===== src/rtl/logic_ex_stage.sv =====
// Execute stage for the 32-bit bitwise unit: computes the op result and queues it in a
// 2-entry skid buffer. Optional LOGIC_EX_PARITY_EN adds a per-result parity output.
module logic_ex_stage #(
    parameter int unsigned XLEN  = 32,
    parameter int unsigned TAG_W = 5
) (
    input  logic             clk_i,
    input  logic             rst_i,
    input  logic             flush_i,
    input  logic             in_valid_i,
    output logic             in_ready_o,
    input  logic [2:0]       op_i,
    input  logic [XLEN-1:0]  a_i,
    input  logic [XLEN-1:0]  b_i,
    input  logic [TAG_W-1:0] tag_i,
    output logic             out_valid_o,
    input  logic             out_ready_i,
    output logic [XLEN-1:0]  out_data_o,
    output logic [TAG_W-1:0] out_tag_o,
    output logic             out_zero_o
`ifdef LOGIC_EX_PARITY_EN
    ,
    output logic             out_parity_o
`endif
);

    typedef enum logic [1:0] {StEmpty, StOne, StTwo} state_e;

    state_e           r_state_q;
    state_e           w_state_d;
    logic             r_in_ready_q;

    logic [XLEN-1:0]  r_h_data_q;
    logic [TAG_W-1:0] r_h_tag_q;
    logic             r_h_zero_q;
    logic [XLEN-1:0]  r_s_data_q;
    logic [TAG_W-1:0] r_s_tag_q;
    logic             r_s_zero_q;
`ifdef LOGIC_EX_PARITY_EN
    logic             r_h_par_q;
    logic             r_s_par_q;
    logic             w_par;
`endif

    logic [XLEN-1:0]  w_res;
    logic             w_zero;
    logic             w_push;
    logic             w_pop;
    logic             w_load_h_new;
    logic             w_load_h_skid;
    logic             w_load_s;

    always_comb begin
        w_res = '0;
        unique case (op_i)
            3'b000: w_res = a_i | b_i;
            3'b001: w_res = a_i & b_i;
            3'b010: w_res = a_i ^ b_i;
            3'b011: w_res = ~(a_i | b_i);
            3'b100: w_res = a_i & ~b_i;
            3'b101: w_res = a_i | ~b_i;
            3'b110: w_res = ~(a_i ^ b_i);
            3'b111: w_res = b_i;
            default: w_res = '0;
        endcase
    end

    assign w_zero = (w_res == '0);
`ifdef LOGIC_EX_PARITY_EN
    assign w_par  = ^w_res;
`endif

    assign w_push = in_valid_i & r_in_ready_q;
    assign w_pop  = out_valid_o & out_ready_i;

    always_comb begin
        w_state_d     = r_state_q;
        w_load_h_new  = 1'b0;
        w_load_h_skid = 1'b0;
        w_load_s      = 1'b0;
        if (flush_i) begin
            w_state_d = StEmpty;
        end else begin
            case (r_state_q)
                StEmpty: begin
                    if (w_push) begin
                        w_state_d    = StOne;
                        w_load_h_new = 1'b1;
                    end
                end
                StOne: begin
                    if (w_push && w_pop) begin
                        w_load_h_new = 1'b1;
                    end else if (w_push) begin
                        w_state_d = StTwo;
                        w_load_s  = 1'b1;
                    end else if (w_pop) begin
                        w_state_d = StEmpty;
                    end
                end
                StTwo: begin
                    // in_ready is low here, so only a pop can happen
                    if (w_pop) begin
                        w_state_d     = StOne;
                        w_load_h_skid = 1'b1;
                    end
                end
                default: w_state_d = StEmpty;
            endcase
        end
    end

    always_ff @(posedge clk_i) begin
        if (rst_i) begin
            r_state_q    <= StEmpty;
            r_in_ready_q <= 1'b1;
            r_h_data_q   <= '0;
            r_h_tag_q    <= '0;
            r_h_zero_q   <= 1'b1;
            r_s_data_q   <= '0;
            r_s_tag_q    <= '0;
            r_s_zero_q   <= 1'b1;
`ifdef LOGIC_EX_PARITY_EN
            r_h_par_q    <= 1'b0;
            r_s_par_q    <= 1'b0;
`endif
        end else begin
            r_state_q    <= w_state_d;
            r_in_ready_q <= (w_state_d != StTwo);
            if (w_load_h_new) begin
                r_h_data_q <= w_res;
                r_h_tag_q  <= tag_i;
                r_h_zero_q <= w_zero;
`ifdef LOGIC_EX_PARITY_EN
                r_h_par_q  <= w_par;
`endif
            end else if (w_load_h_skid) begin
                r_h_data_q <= r_s_data_q;
                r_h_tag_q  <= r_s_tag_q;
                r_h_zero_q <= r_s_zero_q;
`ifdef LOGIC_EX_PARITY_EN
                r_h_par_q  <= r_s_par_q;
`endif
            end
            if (w_load_s) begin
                r_s_data_q <= w_res;
                r_s_tag_q  <= tag_i;
                r_s_zero_q <= w_zero;
`ifdef LOGIC_EX_PARITY_EN
                r_s_par_q  <= w_par;
`endif
            end
        end
    end

    assign in_ready_o  = r_in_ready_q;
    assign out_valid_o = (r_state_q != StEmpty);
    assign out_data_o  = r_h_data_q;
    assign out_tag_o   = r_h_tag_q;
    assign out_zero_o  = r_h_zero_q;
`ifdef LOGIC_EX_PARITY_EN
    assign out_parity_o = r_h_par_q;
`endif

endmodule


===== config.mk =====
export PLATFORM = sky130hd
export DESIGN_NAME = logic_ex_stage
export DESIGN_NICKNAME = d
export VERILOG_FILES = /design/src/rtl/logic_ex_stage.sv
export SDC_FILE = /design/constraint.sdc
export NUM_CORES = 1
export LEC_CHECK = 0
export ABC_CLOCK_PERIOD_IN_PS = 7600
export CORE_ASPECT_RATIO = 0.5
export CORE_MARGIN = 4
export CORE_UTILIZATION = 24
export DETAILED_ROUTE_END_ITERATION = 8
export HOLD_SLACK_MARGIN = 0.08
export PLACE_DENSITY = 0.42
export SYNTH_ARGS = -nofsm -noshare
export SYNTH_HDL_FRONTEND = slang
export SYNTH_SLANG_ARGS = --single-unit

===== constraint.sdc =====
create_clock -name clk_i -period 7.6 [get_ports clk_i]
set_input_delay 0.76 -clock clk_i [delete_from_list [all_inputs] [get_ports clk_i]]
set_output_delay 0.76 -clock clk_i [all_outputs]
set_load 0.005 [all_outputs]

==> reports/metrics.csv <==
stage;metric;value;unit
floorplanning;std_cell_rows;43;
placed_design;dp_hpwl;16100;um
critical_path;r2r-end;out_data_o[6];
synthesis;synth_edf_count;0;
synthesis;seq_area_frac_synth;23.5;%
critical_path;cp_top_family;compound AO/OA/AOI/OAI gates;
clock_tree;cts_tree;built;
floorplanning;start_util;24.3;%
critical_path;rr_startpoint;r_state_q[1];
critical_path;reg2regPathDepth;7;
run_status;run_status;finished, final reports clean;
drt;drc_errors;0;
clock_tree;clk_pin_slew;0.06;ns
sta;fin_skew;0.0117;ns
synthesis;synthArstFlopShare;0;%
grt;grt-ovfl-total;0;
min_path;whs_endpoint;r_s_data_q[29];
sta;fmax;226;MHz
critical_path;reg2reg_setup_slack;5.34;ns
finish;postLayoutCellArea;8490;um2
drt;vias;6373;
sta;hold_ws;0.455;ns
min_path;hold_depth;2;
sta;setup_violations;0;
sta;tns;0;ns
finish;fin_cells;1301;
grt;met3_usage;1.88;%
sta;rsz0062_at_grt;false;
power_and_ir_drop;comb_power_share;27.5;%
min_path;min_from;r_s_data_q[29];
critical_path;path_class;in -> reg;
critical_path;cp-start-kind;input pin;
synthesis;ys_seq_elements;79;
power_and_ir_drop;seq_power_share;35.0;%
placed_design;gp_congestion;0.812;
sta;drv_slew;0;
critical_path;crit_path_max_fanout;106;
finish;syn2layout_area_growth;25.9;%
floorplanning;io_pins;117;
run;drv_cap;0;
finish;fin_nets;1055;
min_path;worstHoldPathType;reg -> reg;
critical_path;path_cells;buf_4 > inv_2 > mux2i_1 > mux4_2 > a2111oi_0 > nand4_1 > or4_4 > o211ai_2;
drt;wl_per_cell;17.3;um
power_and_ir_drop;p_leak;0.00323;uW
finish;antenna_cells;0;
power_and_ir_drop;irDropWorstVdd;0.0000899;V
clock_tree;worstSkewPairLatency;0.34;ns
clock_tree;cts_buffer_depth;2;
drt;drt_iter0_markers;331;
clock_tree;ctsHoldBuffers;0;
clock_tree;post_cts_buffers;0;
grt;grt_pass1_wl;36000;um
synthesis;yosys_warnings;0;
sta;worst_pin_slew;1.16;ns
power_and_ir_drop;pwr-share-clk;37.5;%
floorplanning;die_x;245;um
grt;antenna_found_initial;0;
drt;drt-pass1-iter-count;5;
sta;fin_crit_sh;58.2;%
drt;drt-total-wl;22400;um
synthesis;synthCells;845;
power_and_ir_drop;internal_power;885;uW
synthesis;syn_avg_cell_area;7.98;um2
grt;grt_use_total;14.5;%
clock_tree;cts-root-buf;clkbuf_16;
placed_design;place_area;8160;um2
critical_path;crit_buf_inv;2;
power_and_ir_drop;power_density;149;nW/um2
finish;drive_above_1_share;6.42;%
placed_design;dpl.cell_count;1285;
grt;gr-usage-met1;20.3;%
synthesis;syn-num-nets;986;
sta;layout_min_cycle_time;4.42;ns
clock_tree;cts.sink_count;79;
floorplanning;die_height;127;um
grt;grt_pass1_vias;6364;
sta;finalHoldViolCount;0;
power_and_ir_drop;swShare;30.2;%
floorplanning;core;27700;um2
critical_path;slowest_delay;1.02;ns
synthesis;ys_types;68;
synthesis;netlist_area;6740;um2
grt;grtUsageMet2;23.8;%
drt;final_antenna_net_count;0;
sta;slew_headroom;20.5;%
grt;busiest_layer;met2;
floorplanning;dieArea;31000;um2
drt;vias_per_cell;4.90;
grt;grt_max_degree;107;
critical_path;required;7.87;ns
critical_path;cp-end-kind;flop;
critical_path;cp_slowest_cell;a2111oi_0;
clock_tree;cts-htree-levels;3;
power_and_ir_drop;p_sw;383;uW
clock_tree;cts_resized;0;
synthesis;synth_ff_type;dfxtp_1;
placed_design;io_buffers;116;
clock_tree;numCtsBuffers;9;
critical_path;critical_path_arrival;4.69;ns
## flip-flops by register name, summed over array words and instances, names as in the netlist
signal / flops
r_state_q: 2
r_s_tag_q: 5
r_s_zero_q: 1
out_data_o: 32
out_zero_o: 1
r_s_data_q: 32
out_tag_o: 5
in_ready_o: 1
## metrics by stage
| stage | power [uW] | util [%] | setup WS, ns |
|---|---|---|---|
| 2_1_floorplan | 653 | - | 4.41 |
| 6_report | 1270 | 30.6 | 3.18 |
| 5_1_grt | 1340 | 30.6 | 2.95 |
| 4_1_cts | 1290 | 30.6 | 3.30 |
| 3_3_place_gp | 799 | 29.5 | 2.98 |
| 3_5_place_dp | 803 | 29.5 | 2.93 |
## cells in the mapped netlist (3+ instances only)
master     number  area share [%]
a2bb2oi_1       4            0.52
inv_1          69             3.8
nand3_1        12            0.89
o22ai_1         5            0.46
buf_6           3            0.50
nor2_1         72             4.0
nand4b_1        5            0.65
o221a_2         4            0.67
buf_1           5            0.28
or3_1           7            0.65
o2bb2ai_1       5            0.65
a221oi_1        5            0.65
a22oi_1         4            0.45
and2_1          5            0.46
nor3b_1        18             2.0
a31oi_1         6            0.56
nand2_1        64             3.6
clkbuf_1       38             2.1
a311oi_1        7            0.91
nor3_1         24             1.8
a21oi_1        29             2.2
o21ai_0        12            0.89
o21a_1          3            0.33
nand2b_1       28             2.6
mux2_2          6             1.0
a2111oi_0       5            0.65
a211oi_1       74             8.2
dfxtp_1        79              23
a211o_1        11             1.4
a32oi_1         3            0.39
o31ai_1         3            0.33
o221ai_1        3            0.39
o2111ai_1       3            0.39
a21boi_0        8            0.89
mux2i_1        43             6.4
o211ai_1        9             1.0
ha_1           64              12
nand4_1         3            0.28
mux4_2          7             2.3
buf_2          25             1.9
or4bb_1         3            0.50
nor2b_1        30             2.8
## kinds of logic after synthesis
kind of cell    count (synthesis)  share of synthesized area [%]
flops                          79                           23.5
mux                            57                           9.94
fa+ha+maj                      64                           11.9
simple gates                  282                           21.5
compound gates                221                           24.5
xor+xnor                        1                          0.130
buf+inv                       141                           8.65
## layout make-up
class	instances	area [um2]
well taps	382	478
clock buffers	9	225
flip-flops and latches	79	1580
clock inverters	7	101
inverters	70	263
repair buffers	129	1240
fillers	2915	19200
multi-input cells	625	4600
## placed cells by master, fill, tap and decap left out, types with 12 or more instances in the layout
master | synthesis | layout
clkdlybuf4s50_1 | 0 | 112
dfxtp_1 | 79 | 79
a211oi_1 | 74 | 74
nor2_1 | 72 | 71
inv_1 | 69 | 69
nand2_1 | 64 | 64
ha_1 | 64 | 64
mux2i_1 | 43 | 43
nor2b_1 | 30 | 30
a21oi_1 | 29 | 29
nand2b_1 | 28 | 28
nor3_1 | 24 | 24
nor3b_1 | 18 | 18
buf_4 | 0 | 14
nand3_1 | 12 | 12
o21ai_0 | 12 | 12
## metal layers
layer / wire (um) / part of all wire [%]
met2: 10400 / 46
met5: 0 / 0
met4: 376 / 1.7
met1: 11100 / 49
met3: 579 / 2.6
## power by group through the flow
stage                     combinational [uW]  clock (uW)  sequential (uW)
final                                    348         476              444
after CTS                                351         492              445
after global placement                   346           0              454
after detailed placement                 349           0              454
after floorplan                          202           0              450
after global routing                     388         507              446
## tightest hold or removal path: stages, from the launching register on
cell	delay, ns
dfxtp_1	0.31
nand2_1	0.05
a21oi_1	0.05
## worst max-delay path by stage
| stage | startpoint | to | cells after the start |
|---|---|---|---|
| 3_3_place_gp | op_i[0] | r_s_zero_q | 8 |
| 6_report | op_i[0] | r_s_zero_q | 8 |
| 3_5_place_dp | op_i[0] | r_s_zero_q | 8 |
| 4_1_cts | op_i[0] | r_s_zero_q | 8 |
| 5_1_grt | op_i[0] | out_zero_o | 8 |
| 2_1_floorplan | a_i[15] | r_s_zero_q | 9 |
(Power assumes the default switching activity.)
